--- src/rtl/disp_arbiter_pkg.sv ---
// Shared display definitions: arbiter state encoding, source count and the
// idle word/point values shown when no source owns the display.
package disp_arbiter_pkg;

  typedef enum logic [0:0] {
    ST_IDLE = 1'b0,
    ST_SHOW = 1'b1
  } state_t;

  localparam int          NUM_SRC  = 4;
  localparam logic [15:0] IDLE_DAT = 16'h0000;
  localparam logic [1:0]  IDLE_SW  = 2'b01;

  function automatic logic [NUM_SRC-1:0] onehot4(input logic [1:0] idx);
    logic [NUM_SRC-1:0] v;
    case (idx)
      2'd0:    v = 4'b0001;
      2'd1:    v = 4'b0010;
      2'd2:    v = 4'b0100;
      2'd3:    v = 4'b1000;
      default: v = 4'b0000;
    endcase
    return v;
  endfunction

endpackage

--- src/rtl/rr_pick4.sv ---
// Combinational round-robin picker: first set request searched from last+1
// upward modulo 4, so the previous winner is always considered last.
module rr_pick4 (
  input  logic [3:0] i_req,
  input  logic [1:0] i_last,
  output logic [1:0] o_idx,
  output logic       o_valid
);

  logic [1:0] w_base;
  logic [3:0] w_rot;
  logic [1:0] w_off;

  // Rotate requests so bit 0 is the highest-priority source, then priority-encode.
  always_comb begin
    w_base  = i_last + 2'd1;
    w_off   = 2'd0;
    o_valid = 1'b1;
    case (w_base)
      2'd0:    w_rot = i_req;
      2'd1:    w_rot = {i_req[0], i_req[3:1]};
      2'd2:    w_rot = {i_req[1:0], i_req[3:2]};
      2'd3:    w_rot = {i_req[2:0], i_req[3]};
      default: w_rot = i_req;
    endcase
    casez (w_rot)
      4'b???1: w_off = 2'd0;
      4'b??10: w_off = 2'd1;
      4'b?100: w_off = 2'd2;
      4'b1000: w_off = 2'd3;
      default: begin
        w_off   = 2'd0;
        o_valid = 1'b0;
      end
    endcase
    o_idx = w_base + w_off;
  end

endmodule

--- src/rtl/disp_arbiter.sv ---
// Round-robin owner of the 4-digit display driver: grants one source at a time
// for HOLD_MS ce1ms pulses and forwards its live hex word and point select.
module disp_arbiter
  import disp_arbiter_pkg::*;
#(
  parameter int HOLD_MS = 1000
) (
  input  logic                   clk,
  input  logic                   rst_n,
  input  logic                   ce1ms,
  input  logic [NUM_SRC-1:0]     req,
  input  logic [16*NUM_SRC-1:0]  req_dat,
  input  logic [2*NUM_SRC-1:0]   req_pnt,
  output logic [15:0]            dat,
  output logic [1:0]             SW,
  output logic [NUM_SRC-1:0]     gnt,
  output logic                   busy
);

  localparam logic [15:0] L_TERM = 16'(HOLD_MS - 1);

  state_t      r_state;
  logic [1:0]  r_last;
  logic [15:0] r_cnt;

  logic [1:0]  w_win;
  logic        w_win_vld;
  logic [15:0] w_win_dat;
  logic [1:0]  w_win_pnt;
  logic [15:0] w_hold_dat;
  logic [1:0]  w_hold_pnt;
  logic        w_hold_req;
  logic        w_expire;
  logic        w_rearb;

  // r_last doubles as the current holder while in SHOW, so one picker serves
  // both the idle grant and re-arbitration with the holder searched last.
  rr_pick4 u_pick (
    .i_req   (req),
    .i_last  (r_last),
    .o_idx   (w_win),
    .o_valid (w_win_vld)
  );

  // Source data muxes and the re-arbitration trigger.
  always_comb begin
    w_win_dat  = req_dat[{w_win, 4'b0000} +: 16];
    w_win_pnt  = req_pnt[{w_win, 1'b0} +: 2];
    w_hold_dat = req_dat[{r_last, 4'b0000} +: 16];
    w_hold_pnt = req_pnt[{r_last, 1'b0} +: 2];
    w_hold_req = req[r_last];
    w_expire   = ce1ms & (r_cnt == L_TERM);
    w_rearb    = ~w_hold_req | w_expire;
  end

  // Arbitration FSM, hold counter and registered display outputs.
  always_ff @(posedge clk or negedge rst_n) begin
    if (!rst_n) begin
      r_state <= ST_IDLE;
      r_last  <= 2'd3;
      r_cnt   <= 16'd0;
      gnt     <= 4'b0000;
      dat     <= IDLE_DAT;
      SW      <= IDLE_SW;
      busy    <= 1'b0;
    end else begin
      case (r_state)
        ST_IDLE: begin
          if (w_win_vld) begin
            r_state <= ST_SHOW;
            r_last  <= w_win;
            r_cnt   <= 16'd0;
            gnt     <= onehot4(w_win);
            dat     <= w_win_dat;
            SW      <= w_win_pnt;
            busy    <= 1'b1;
          end else begin
            gnt  <= 4'b0000;
            dat  <= IDLE_DAT;
            SW   <= IDLE_SW;
            busy <= 1'b0;
          end
        end
        ST_SHOW: begin
          // Expiry and holder drop collapse into a single re-arbitration here.
          if (w_rearb) begin
            if (w_win_vld) begin
              r_last <= w_win;
              r_cnt  <= 16'd0;
              gnt    <= onehot4(w_win);
              dat    <= w_win_dat;
              SW     <= w_win_pnt;
              busy   <= 1'b1;
            end else begin
              r_state <= ST_IDLE;
              r_cnt   <= 16'd0;
              gnt     <= 4'b0000;
              dat     <= IDLE_DAT;
              SW      <= IDLE_SW;
              busy    <= 1'b0;
            end
          end else begin
            r_cnt <= r_cnt + {15'd0, ce1ms};
            dat   <= w_hold_dat;
            SW    <= w_hold_pnt;
          end
        end
        default: begin
          r_state <= ST_IDLE;
          r_cnt   <= 16'd0;
          gnt     <= 4'b0000;
          dat     <= IDLE_DAT;
          SW      <= IDLE_SW;
          busy    <= 1'b0;
        end
      endcase
    end
  end

endmodule

--- config.mk ---
export PLATFORM = sky130hd
export DESIGN_NAME = disp_arbiter
export DESIGN_NICKNAME = d
export VERILOG_FILES = /design/src/rtl/disp_arbiter_pkg.sv /design/src/rtl/rr_pick4.sv /design/src/rtl/disp_arbiter.sv
export SDC_FILE = /design/constraint.sdc
export NUM_CORES = 1
export LEC_CHECK = 0
export ABC_AREA = 0
export CORE_AREA = 4 4 82 141
export CTS_CLUSTER_SIZE = 10
export DETAILED_ROUTE_END_ITERATION = 10
export DIE_AREA = 0 0 86 145
export PLACE_DENSITY = 0.63
export SYNTH_ARGS = -nofsm -noshare
export SYNTH_HDL_FRONTEND = slang
export SYNTH_HIERARCHICAL = 1
export SYNTH_SLANG_ARGS = --single-unit
--- constraint.sdc ---
create_clock -name clk -period 8.9 [get_ports clk]
set_input_delay 2.67 -clock clk [delete_from_list [all_inputs] [get_ports clk]]
set_output_delay 2.67 -clock clk [all_outputs]
set_load 0.02 [all_outputs]
* Word-level counts from Yosys, hierarchy flattened
Index checks and enable logic that the tools add are counted.
Storage, ports and cells: bits in registers 42, latch bits 0, RAM bits 0, ROM bits 0, input bits 79, word-level logic and storage cells 60, memories kept 0
Operators by class: $add $sub $neg 3, multipliers 0, div/mod/pow operators 0, $lt $le $gt $ge 1, eq/ne operators 12, shifts and indexed selects 4, muxes and demuxes 26, bitwise logic cells 4, reduce and logical (&&, ||, !) cells 3
Operator list (number):
- 64-bit by 7-bit variable part select with 16-bit output | 2
- 16-bit 2-to-1 mux | 4
- 16-bit one-hot mux with 2 select lines | 2
- 4-bit one-hot mux with 4 select lines | 2
- 16-bit by 1-bit adder with 16-bit output | 1
- 16-bit by 10-bit equality test with 1-bit output, second input constant | 1
- 8-bit by 4-bit variable part select with 2-bit output | 2
- 2-bit equality test, second input constant | 5
- 2-bit 2-to-1 mux | 4
- 4-bit 2-to-1 mux | 2
- 2-bit one-hot mux with 2 select lines | 2
- 4-bit one-hot mux with 2 select lines | 1
- 2-bit one-hot mux with 3 select lines | 1
- 1-bit 2-to-1 mux | 5
- 2-bit by 1-bit equality test with 1-bit output, second input constant | 2
- 4-bit equality test, second input constant | 1
- 2-bit zero test | 2
- 2-bit by 1-bit inequality test with 1-bit output, second input constant | 2
- 1-bit one-hot mux with 2 select lines | 2
- 4-bit OR reduction | 1
- 3-bit equality test, second input constant | 1
- 2-bit by 3-bit < comparator with 1-bit output, second input constant | 1
- 2-bit by 1-bit adder with 2-bit output, second input constant | 1
- 2-bit adder | 1
- 4 further kinds | 5

* Longest topological paths before layout
Gate-level depths: netlist of the first run.
word-level depth 11, mapped depth 13, gate-level depth less buffers 12

* By module
The synthesis of the first run kept the hierarchy.
Modules (own cells, without submodules):
- disp_arbiter | times used 1, cells an instance 250, area an instance 2836.5 um2, seq. area each 1054.8 um2
- rr_pick4 | times used 1, cells an instance 28, area an instance 230.2 um2, seq. area each 0.0 um2

* Worst setup path before layout of the first run
Ideal clock, no wire load.
path type input-to-reg, start point input req[0], end point register dat[10], library setup time 117 ps, arrival 4917 ps, data required time 8783 ps, setup slack 3866 ps, stages 10, buffers on the path 2, cell sequence a222oi_1 mux2i_1 a21oi_1 nor2_1 ha_1 clkbuf_1 clkbuf_1 mux4_2 nand3_1 nand2_1
On the way: word-level cells in the longest chain between the ends 8, elaborated cells between the ends (all ways) 16
Ends and longest elaborated chain:
- start: declaration | line disp_arbiter.sv:11 | input logic [NUM_SRC-1:0] req,
- 4-bit one-hot mux with 4 select lines * | line rr_pick4.sv:19 | case (w_base)
- 4-bit equality test, or another cell as far along | line rr_pick4.sv:26 | casez (w_rot)
- 2-bit one-hot mux with 3 select lines * | line rr_pick4.sv:26
- 2-bit adder * | line rr_pick4.sv:36 | o_idx = w_base + w_off;
- net w_win[0] | line disp_arbiter.sv:26 | logic [1:0] w_win;
- 64-bit by 7-bit variable part select with 16-bit output * | line disp_arbiter.sv:47 | w_win_dat = req_dat[{w_win, 4'b0000} +: 16];
- 16-bit 2-to-1 mux * | line disp_arbiter.sv:69, disp_arbiter.sv:87
- 16-bit 2-to-1 mux | line disp_arbiter.sv:86 | if (w_rearb) begin
- 16-bit one-hot mux with 2 select lines * | line disp_arbiter.sv:67 | case (r_state)
- end signal: assignment | line disp_arbiter.sv:74 | dat <= w_win_dat;
- end signal: assignment | line disp_arbiter.sv:91 | dat <= w_win_dat;
- end signal: assignment | line disp_arbiter.sv:104 | dat <= w_hold_dat;
- end: declaration | line disp_arbiter.sv:14 | output logic [15:0] dat,
Mark *: on every way through the listed nets, which the timed path passes. The rest lies on a longest branch. The select of a mux whose other input is x is not followed. A chain may end at the register's enable or synchronous reset.

* Worst setup path after layout of the first run
start point input req[3], end point register r_cnt[14]
On the way: elaborated cells between the ends (all ways) 13
RTL lines:
- 4-bit one-hot mux with 4 select lines * | line rr_pick4.sv:19
- 4-bit equality test, or another cell as far along | line rr_pick4.sv:26
- 4-bit OR reduction (no line) *
- 1-bit 2-to-1 mux * | line rr_pick4.sv:26
- net w_win_vld | line disp_arbiter.sv:27 | logic w_win_vld;
- 2-bit by 1-bit inequality test with 1-bit output (no line) *
- end signal: assignment | line disp_arbiter.sv:103 | r_cnt <= r_cnt + {15'd0, ce1ms};
- end: declaration | line disp_arbiter.sv:24 | logic [15:0] r_cnt;
Marks and branches as above.

==> results of run 1 <==
-- how the worst min path moves through the flow --
stage | end | slack (ns)
finish | gnt[1] | 0.48
global route | gnt[1] | 0.51
CTS | gnt[1] | 0.49
floorplan | r_cnt[11] | 0.48
global placement | busy | 0.47
detailed placement | gnt[1] | 0.48
-- layer usage --
layer	vias to the layer above	global-route usage, %	share of wire [%]
li1	1231	-	-
met1	1236	13.87	35
met2	94	24.03	55
met3	14	2.836	6.9
met4	0	4.675	2.3
met5	-	0	0
-- kinds of logic (layout without fill, tap and decap cells) --
| group | Yosys count | in the layout | synth area share [%] |
|---|---|---|---|
| AND/OR/NAND/NOR | 111 | 111 | 16.89 |
| multiplexers | 44 | 44 | 29.87 |
| flip-flops | 42 | 42 | 34.39 |
| AO/OA/AOI/OAI | 35 | 35 | 9.221 |
| buffers and inverters | 33 | 126 | 5.059 |
| adder cells (fa/ha/maj) | 7 | 7 | 2.856 |
| XOR/XNOR | 6 | 6 | 1.714 |
-- sequential cells by signal, indices dropped and copies added, names as in the netlist --
register / flops
gnt: 4
dat: 16
busy: 1
r_state: 1
r_cnt: 16
SW: 2
r_last: 2
-- cells in the mapped netlist, types with 4 or more instances --
library cell | instances | area (um2)
nand4_1 | 4 | 25.02
inv_1 | 14 | 52.55
clkbuf_1 | 9 | 33.78
nand2_1 | 51 | 191.4
xor2_1 | 4 | 35.03
o21ai_0 | 6 | 30.03
a31oi_1 | 4 | 25.02
mux4_2 | 37 | 833.3
ha_1 | 7 | 87.58
a21o_1 | 6 | 45.04
nor2_1 | 8 | 30.03
dfrtp_1 | 39 | 975.9
a222oi_1 | 4 | 40.04
nand3_1 | 30 | 150.1
buf_2 | 7 | 35.03
a21oi_1 | 5 | 25.02
-- through the flow --
| stage | total power (W) | hold slack (ns) | area, um2 | util, % |
|---|---|---|---|---|
| 5_1_grt | 0.001990 | 0.5111 | 4307 | 41.57 |
| 3_3_place_gp | 0.001656 | 0.4704 | 4159 | 40.14 |
| 2_1_floorplan | 0.001365 | 0.4834 | 3067 | - |
| 3_5_place_dp | 0.001683 | 0.4761 | 4159 | 40.14 |
| 6_report | 0.001833 | 0.4812 | 4307 | 41.57 |
| 4_1_cts | 0.001866 | 0.4886 | 4307 | 41.57 |
-- cell type report --
type	instances	area share [%]
tap	127	3.690
sequential	42	24.49
multi-input combinational	203	43.29
clock buffer	7	3.312
inverter	14	1.220
timing repair buffer	104	23.88
clock inverter	1	0.1162
-- critical path, stage by stage --
cell and delay [ns]:
clkdlybuf4s50_1 0.49, a222oi_1 0.44, mux2i_1 0.20, nor2_1 0.13
nand3_1 0.73, nor2_1 0.30, buf_4 0.21, nor3b_1 0.10
nand4_1 0.12, xor2_1 0.17, nor2_1 0.07
-- power by group --
group	internal (W)	switching (W)	total (W)
Sequential	0.000272	0.0000749	0.000347
Clock	0.000111	0.0000684	0.000180
Combinational	0.000682	0.000625	0.00131
Total	0.00107	0.000768	0.00183
==> metrics.md, run 1 <==
| Metric | Value |
|---|---|
| Fraction of layout cells with a size suffix above 1 | `between 10% and 20%` |
| Primary FF master, synth | `dfrtp_1` |
| Setup_tns | `0 ns` |
| RSZ-0062 raised after global routing | `no` |
| Fillers | `slightly below 1000` |
| Hold depth | `2` |
| Fraction of the cycle the final worst path needs | `around three fifths` |
| Fin nets | `about 460` |
| Register area | `roughly 1100 um2` |
| Ant diodes | `0` |
| Final Hold Fails | `0` |
| Hold WC Path Type | `flop to flop` |
| Die width | `86 um` |
| Clk_lat worst skew | `roughly 0.28 ns` |
| HPWL after detailed placement | `approximately 6000 um` |
| Initial DRC Count | `about 130` |
| Residual DRC | `0` |
| Min Tclk post-route | `between 5 and 6 ns` |
| Pre-CTS setup slack | `3.206 ns` |
| Status | `finished clean` |
| Number of cells after detailed placement | `around 500` |
| Cts repair resizes | `0` |
| Initial Util | `29.60%` |
| TritonCTS clock tree | `built` |
| Worst Setup Start Kind | `primary input` |
| # port buffers | `101` |
| Vias in the first global route | `around 2700` |
| Worst slew margin | `32.16%` |
| Req. time, crit path | `about 9 ns` |
| Die Ht | `roughly 150 um` |
| Cell variety after synth | `41` |
| Rows | `49` |
| FF+latch count, synth | `42` |
| Routed wire per std cell | `approximately 16 um` |
| Commonest non-fill, non-tap cell in the layout | `clkdlybuf4s50_1` |
| Top Ports | `roughly 100` |
| Clock Tree Root | `clkbuf_16` |
| Gr usage total | `12.93%` |
| PD cells | `approximately 430 nW/um2` |
| Post-synthesis sequential area ratio | `34.39%` |
| Area of the core | `10360 um2` |
| Clk sink count | `42` |
| Max IR drop VDD | `approximately 0.28 mV` |
| Crit Path Max Fanout | `25` |
| Routability cong. | `~0.80` |
| Die ar. | `around 12000 um2` |
| Post-CTS repair timing setup buffer count | `0` |
| Multi-input gate area | `between 1500 and 2000 um2` |
| Syn Area/Cell | `~11 um2` |
| Reg2reg end | `r_cnt[14]` |
| Reg-to-Reg Start | `r_last[0]` |
| Antenna violations before repair | `0` |
| Fraction of registers with async set/reset | `100.0%` |
| Post-synth design cell area | `just over 3000 um2` |
| Non-Filler Instances | `approximately 500` |
| Synth warn | `6` |
| Reg2reg path depth | `12` |
| Tightest Pin Transition | `between 1 and 1.5 ns` |
| Reg clk slew, reported paths | `approximately 0.06 ns` |
| Leak | `~1.8 nW` |
| # H-tree levels | `2` |
| Clk buf depth | `2` |
| Drt first pass iters | `5` |
| Setup crit end | `r_cnt[14]` |
| First-pass GRT wire length | `around 13000 um` |
| Hold wc startpoint | `gnt[1]` |
| Vias | `roughly 2600` |
| Synthesized Nets | `approximately 360` |
| Final setup violation count | `0` |
| Num CTS Buffers | `5` |
| Vias per Instance | `a little over 5` |
| Post-Syn Instances | `roughly 280` |
| Worst Path Arrival | `5.62 ns` |
| Fin. max-slew vios | `0` |
| FF-to-FF setup slack | `4.83 ns` |
| Hold-fix buffers, CTS | `0` |
| Post-route clock skew | `0.003448 ns` |
| Maximum capacitance violations | `0` |
| Largest net degree at the start of global routing | `43` |
| Worst Slack Setup Final | `between 3 and 4 ns` |
| Fmax | `183.0 MHz` |
| Most frequent cells in the layout | `clkdlybuf4s50_1, nand2_1, dfrtp_1` |
| Grt total ovfl | `0` |
| Nature of the critical path endpoint | `flop` |
| Critical path class | `primary input to flop` |
| Number of synthesized flops with an enable pin | `0` |
| Remaining antenna violation count | `0` |
| Routed WL | `~7900 um` |
| Critical path origin | `req[3]` |
| Area Overhead vs Synth | `40.43%` |
Power figures use the tool's default switching activity.
==> run 2: changes to the inputs <==
Clock period 8.9 ns to 5.1 ns, I/O delays scaled along.
==> metrics.md, run 2 (synthesis gave the netlist of run 1 again) <==
| Metric | Value |
|---|---|
| RSZ-0062 raised after global routing | `no` |
| Area Overhead vs Synth | `41.04%` |
| PD cells | `739.4 nW/um2 (+74%)` |
| Switching share of power | `41.86% (-0.048 points)` |
| Hold WC Path Type | `flop to flop` |
| Post-CTS repair timing setup buffer count | `0 (unchanged)` |
| Tightest Pin Transition | `0.9454 ns (-0.06934 ns)` |
| Fraction of the cycle the final worst path needs | `78.59%` |
| Worst Path Arrival | `4.19 ns (-1.43 ns)` |
| Fraction of layout cells with a size suffix above 1 | `18.50% (+0.71 points)` |
| # port buffers | `101 (unchanged)` |
| Cts repair resizes | `0 (unchanged)` |
| Req. time, crit path | `5.28 ns (-3.78 ns)` |
| Routed WL | `8103 um (+3.1%)` |
| Reg2reg path depth | `14 (+2)` |
| Grt total ovfl | `0 (unchanged)` |
| Drt first pass iters | `4 (-1)` |
| Leak | `1.791 nW (+0.59%)` |
| Clk_lat worst skew | `0.29 ns (about the same)` |
| Critical path class | `primary input to flop` |
| Status | `finished clean` |
| Reg clk slew, reported paths | `0.06 ns (about the same)` |
| # H-tree levels | `2 (unchanged)` |
| Fmax | `roughly 250 MHz` |
| Commonest non-fill, non-tap cell in the layout | `clkdlybuf4s50_1` |
| First-pass GRT wire length | `13800 um (+7.1%)` |
| Setup crit end | `dat[9]` |
| Num CTS Buffers | `5 (unchanged)` |
| Clock Tree Root | `clkbuf_16` |
| Ant diodes | `0 (unchanged)` |
| Post-DP Area | `4174 um2 (+0.36%)` |
| Logic pwr share | `72.4% (+1.1 points)` |
| Clk buf depth | `2 (unchanged)` |
| Fin nets | `458 (+0.44%)` |
| Reg power frac | `17.3% (-1.6 points)` |
| Switching power | `0.001339 W (+74%)` |
| Die ar. | `12470 um2 (unchanged)` |
| Die width | `86 um (unchanged)` |
| Clk sink count | `42 (unchanged)` |
| Vias | `2604 (+1.1%)` |
| Top Ports | `102 (unchanged)` |
| Final Hold Fails | `0 (unchanged)` |
| Clk pwr share | `10.3% (+0.5 points)` |
| Largest registers | `dat (16), r_cnt (16), gnt (4)` |
| Worst slew margin | `36.97% (+4.8 points)` |
| Antenna violations before repair | `0 (unchanged)` |
| Largest net degree at the start of global routing | `43 (unchanged)` |
| Min Tclk post-route | `~4 ns` |
| Remaining antenna violation count | `0 (unchanged)` |
| Hold-fix buffers, CTS | `0 (unchanged)` |
| Fin. max-slew vios | `0 (unchanged)` |
| Critical path origin | `req[1]` |
| Crit Path Max Fanout | `23 (-8.0%)` |
| TritonCTS clock tree | `built` |
| Maximum capacitance violations | `0 (unchanged)` |
| Fillers | `979 (+0.31%)` |
| Gr usage total | `13.85% (+0.92 points)` |
| Initial DRC Count | `219 (+70%)` |
| Post-route clock skew | `0.005151 ns (+0.001704 ns)` |
| Routability cong. | `0.7345 (-8.4%)` |
| Setup_tns | `0 ns (unchanged)` |
| Pint | `0.001859 W (+75%)` |
| Nature of the critical path endpoint | `flop` |
| Reg-to-Reg Start | `r_last[0]` |
| Worst Setup Start Kind | `primary input` |
| Max IR drop VDD | `0.6081 mV (+120%)` |
| FF-to-FF setup slack | `1.54 ns (-3.29 ns)` |
| Initial Util | `29.60% (unchanged)` |
| Rows | `49 (unchanged)` |
| Die Ht | `145 um (unchanged)` |
| Residual DRC | `0 (unchanged)` |
| Vias in the first global route | `2917 (+8.1%)` |
| Vias per Instance | `5.208 (+0.72%)` |
| Most frequent cells in the layout | `clkdlybuf4s50_1, nand2_1, dfrtp_1` |
| Final setup violation count | `0 (unchanged)` |
| HPWL after detailed placement | `6024 um (+0.49%)` |
| Area of the core | `10360 um2 (unchanged)` |
| Reg2reg end | `dat[9]` |
| Final instance area | `4325 um2 (+0.44%)` |
| Routed wire per std cell | `16.21 um (+2.7%)` |
[run 2: cell count changes in the layout (fill, tap and decap cells not counted)]
cell	change
buf_4	+2
clkbuf_1	-1
clkbuf_8	-1
clkinv_2	-1
inv_6	+3
[run 2: power by group through the flow]
stage	clock (W)	sequential (W)	combinational, W
2_1_floorplan	0	0.000633	0.00175
3_3_place_gp	0	0.000559	0.00232
3_5_place_dp	0	0.000562	0.00236
4_1_cts	0.000341	0.000557	0.00236
5_1_grt	0.000353	0.000570	0.00258
6_report	0.000329	0.000554	0.00232
[run 2: worst min path at each step]
stage	from	depth (start not counted)	end
finish	gnt[3]	2	gnt[3]
global route	gnt[0]	2	gnt[0]
CTS	gnt[3]	2	gnt[3]
detailed placement	busy	2	busy
global placement	busy	2	busy
floorplan	r_cnt[11]	1	r_cnt[11]
[run 2: metrics by stage]
stage	setup WS (ns)	std cells	total power, W	util, %	hold slack, ns
floorplan	1.206	278	0.002381	-	0.4834
global placement	0.8690	492	0.002881	40.29	0.4712
detailed placement	0.7816	492	0.002923	40.29	0.4810
CTS	1.089	500	0.003262	41.75	0.5066
global route	0.7988	500	0.003504	41.75	0.5349
finish	1.092	500	0.003198	41.75	0.4919
[run 2: layout make-up]
class	instances	area [um2]	share of cell area (%)
multi-input combinational	203	1864	43.10
sequential	42	1055	24.39
timing repair buffer	106	1044	24.12
tap	127	158.9	3.674
clock buffer	5	125.1	2.893
inverter	14	52.55	1.215
clock inverter	3	26.28	0.6075
[run 2: routing by layer]
| metal | GRT usage (%) | part of all wire, % | vias to the layer above |
|---|---|---|---|
| li1 | - | - | 1233 |
| met1 | 14.38 | 36 | 1268 |
| met2 | 25.35 | 55 | 88 |
| met3 | 3.971 | 6.0 | 15 |
| met4 | 5.547 | 2.6 | 0 |
| met5 | 0 | 0 | - |
[run 2: critical path: stages]
cell             delay [ns]
clkdlybuf4s50_1        0.50
a222oi_1               0.41
mux2_2                 0.27
a21oi_1                0.07
nor2_1                 0.10
ha_1                   0.17
xnor2_1                0.16
xnor2_2                0.14
buf_4                  0.31
mux4_2                 0.35
nand3_1                0.10
nand2_1                0.06
==> run 3: changes to the inputs <==
Clock period 5.1 ns to 4.1 ns, I/O delays scaled along.
==> metrics.md, run 3 (synthesis gave the netlist of run 1 again) <==
| Metric | Value |
|---|---|
| HPWL after detailed placement | `6281 um (+4.3%)` |
| Fin. max-slew vios | `0 (unchanged)` |
| Min Tclk post-route | `between 3 and 4 ns` |
| Drt first pass iters | `4 (unchanged)` |
| Fin nets | `460 (+0.44%)` |
| Cts repair resizes | `0 (unchanged)` |
| Largest net degree at the start of global routing | `43 (unchanged)` |
| First-pass GRT wire length | `13890 um (+0.64%)` |
| Initial DRC Count | `208 (-5.0%)` |
| PnR Total Power | `0.004173 W (+30%)` |
| Logic pwr share | `73.6% (+1.2 points)` |
| Largest registers | `dat (16), r_cnt (16), gnt (4)` |
| Worst Setup Start Kind | `primary input` |
| Die width | `86 um (unchanged)` |
| Worst Path Arrival | `3.79 ns (-0.40 ns)` |
| Die Ht | `145 um (unchanged)` |
| Vias in the first global route | `2892 (-0.86%)` |
| # H-tree levels | `2 (unchanged)` |
| Routed wire per std cell | `16.59 um (+2.4%)` |
| Hold-fix buffers, CTS | `0 (unchanged)` |
| Leak | `1.808 nW (+0.95%)` |
| Fraction of layout cells with a size suffix above 1 | `18.93% (+0.43 points)` |
| TritonCTS clock tree | `built` |
| PD cells | `955.8 nW/um2 (+29%)` |
| Non-Filler Instances | `502 (+0.40%)` |
| Gr busiest metal | `met2` |
| Clk_lat worst skew | `0.29 ns (about the same)` |
| GRT met2 Usage | `26.20% (+0.85 points)` |
| Residual DRC | `0 (unchanged)` |
| RSZ-0062 raised after global routing | `no` |
| Fmax | `between 200 and 300 MHz` |
| Register area | `1055 um2 (unchanged)` |
| Switching share of power | `41.46% (-0.40 points)` |
| Final Hold Fails | `0 (unchanged)` |
| Critical path origin | `req[2]` |
| Pint | `0.002443 W (+31%)` |
| Reg power frac | `16.7% (-0.6 points)` |
| Initial Util | `29.60% (unchanged)` |
| Vias per Instance | `5.265 (+1.1%)` |
| Crit Path Max Fanout | `23 (unchanged)` |
| Antenna violations before repair | `0 (unchanged)` |
| Switching power | `0.001730 W (+29%)` |
| Number of cells after detailed placement | `494 (+0.41%)` |
| Grt total ovfl | `0 (unchanged)` |
| Clk pwr share | `9.7% (-0.6 points)` |
| Hold WC Path Type | `flop to flop` |
| Num CTS Buffers | `5 (unchanged)` |
| Clk buf depth | `2 (unchanged)` |
| Post-route clock skew | `0.003864 ns (-0.001287 ns)` |
| Gr usage total | `13.80% (-0.049 points)` |
| Routed WL | `8327 um (+2.8%)` |
| Reg2reg path depth | `13 (-1)` |
| Fraction of the cycle the final worst path needs | `between 80% and 90%` |
| Post-CTS repair timing setup buffer count | `0 (unchanged)` |
| M1 GR Usage | `13.97% (-0.41 points)` |
| Worst slew margin | `36.29% (-0.68 points)` |
| Rows | `49 (unchanged)` |
| Die ar. | `12470 um2 (unchanged)` |
| Fin util | `42.13% (+0.39 points)` |
| M3 GR Usage | `3.687% (-0.28 points)` |
| Reg2reg end | `dat[9]` |
| Fillers | `976 (-0.31%)` |
| FF-to-FF setup slack | `0.64 ns (-0.90 ns)` |
| Post-DP Area | `4214 um2 (+0.96%)` |
| Nature of the critical path endpoint | `flop` |
| Area of the core | `10360 um2 (unchanged)` |
| Commonest non-fill, non-tap cell in the layout | `clkdlybuf4s50_1` |
| Maximum capacitance violations | `0 (unchanged)` |
| Critical path class | `primary input to flop` |
| Setup_tns | `0 ns (unchanged)` |
| Ant diodes | `0 (unchanged)` |
| Multi-input gate area | `1864 um2 (unchanged)` |
| # port buffers | `101 (unchanged)` |
| Clk sink count | `42 (unchanged)` |
| Remaining antenna violation count | `0 (unchanged)` |
| Setup crit end | `dat[9]` |
| Clock Tree Root | `clkbuf_16` |
| Final setup violation count | `0 (unchanged)` |
| Routability cong. | `0.7631 (+3.9%)` |
| Max IR drop VDD | `0.8278 mV (+36%)` |
| Vias | `2643 (+1.5%)` |
| Top Ports | `102 (unchanged)` |
| Hold wc startpoint | `gnt[3]` |
| Reg-to-Reg Start | `r_last[1]` |
| Area Overhead vs Synth | `42.35%` |
| Final instance area | `4365 um2 (+0.93%)` |
| Most frequent cells in the layout | `clkdlybuf4s50_1, nand2_1, dfrtp_1` |
| Req. time, crit path | `4.28 ns (-1.00 ns)` |
| Tightest Pin Transition | `0.9556 ns (+0.01021 ns)` |
| Status | `finished clean` |
| Reg clk slew, reported paths | `0.06 ns (about the same)` |
-- run 3: changes by cell type in the layout (fill, tap and decap cells not counted), sizes merged --
cell / change
clkinv: +1
inv: -3
clkbuf: +1
clkinvlp: +1
buf: +2
-- run 3: layer usage --
metal / part of all wire (%) / routed length (um)
met1: 34 / 2871
met5: 0 / 0
met2: 57 / 4751
met4: 1.4 / 114
met3: 7.1 / 589
-- run 3: cell type report --
cell class,instances,area share (%)
Clock buffer,6,3.181
Clock inverter,2,0.2866
Inverter,14,1.204
Multi-Input combinational cell,203,42.71
Sequential cell,42,24.16
Tap cell,127,3.640
Timing Repair Buffer,108,24.82
-- run 3: worst max-delay path, stage by stage --
cell and delay [ns]:
clkdlybuf4s50_1 0.47, a222oi_1 0.44, mux2i_1 0.12, a21oi_1 0.14
nor2_1 0.06, ha_1 0.20, xnor2_1 0.25, xnor2_2 0.17
buf_12 0.21, mux4_2 0.32, nand3_1 0.10, nand2_1 0.05
-- run 3: how the worst min path moves through the flow --
stage | cells after the start | to | slack, ns
6_report | 2 | gnt[3] | 0.48
5_1_grt | 2 | gnt[1] | 0.53
4_1_cts | 2 | gnt[3] | 0.49
3_5_place_dp | 2 | gnt[3] | 0.47
3_3_place_gp | 2 | gnt[3] | 0.47
2_1_floorplan | 1 | r_cnt[11] | 0.48
-- run 3: through the flow --
| step | setup slack, ns | hold slack (ns) |
|---|---|---|
| finish | 0.4894 | 0.4765 |
| global route | 0.3109 | 0.5266 |
| CTS | 0.4925 | 0.4861 |
| detailed placement | 0.1942 | 0.4723 |
| global placement | 0.2990 | 0.4705 |
| floorplan | 0.5062 | 0.4834 |
-- run 3: power by group through the flow --
stage | logic (W) | registers, W | clock network, W
after floorplan | 0.00217 | 0.000787 | 0
after global placement | 0.00305 | 0.000704 | 0
after detailed placement | 0.00312 | 0.000706 | 0
after CTS | 0.00312 | 0.000699 | 0.000418
after global routing | 0.00338 | 0.000713 | 0.000431
final | 0.00307 | 0.000696 | 0.000406
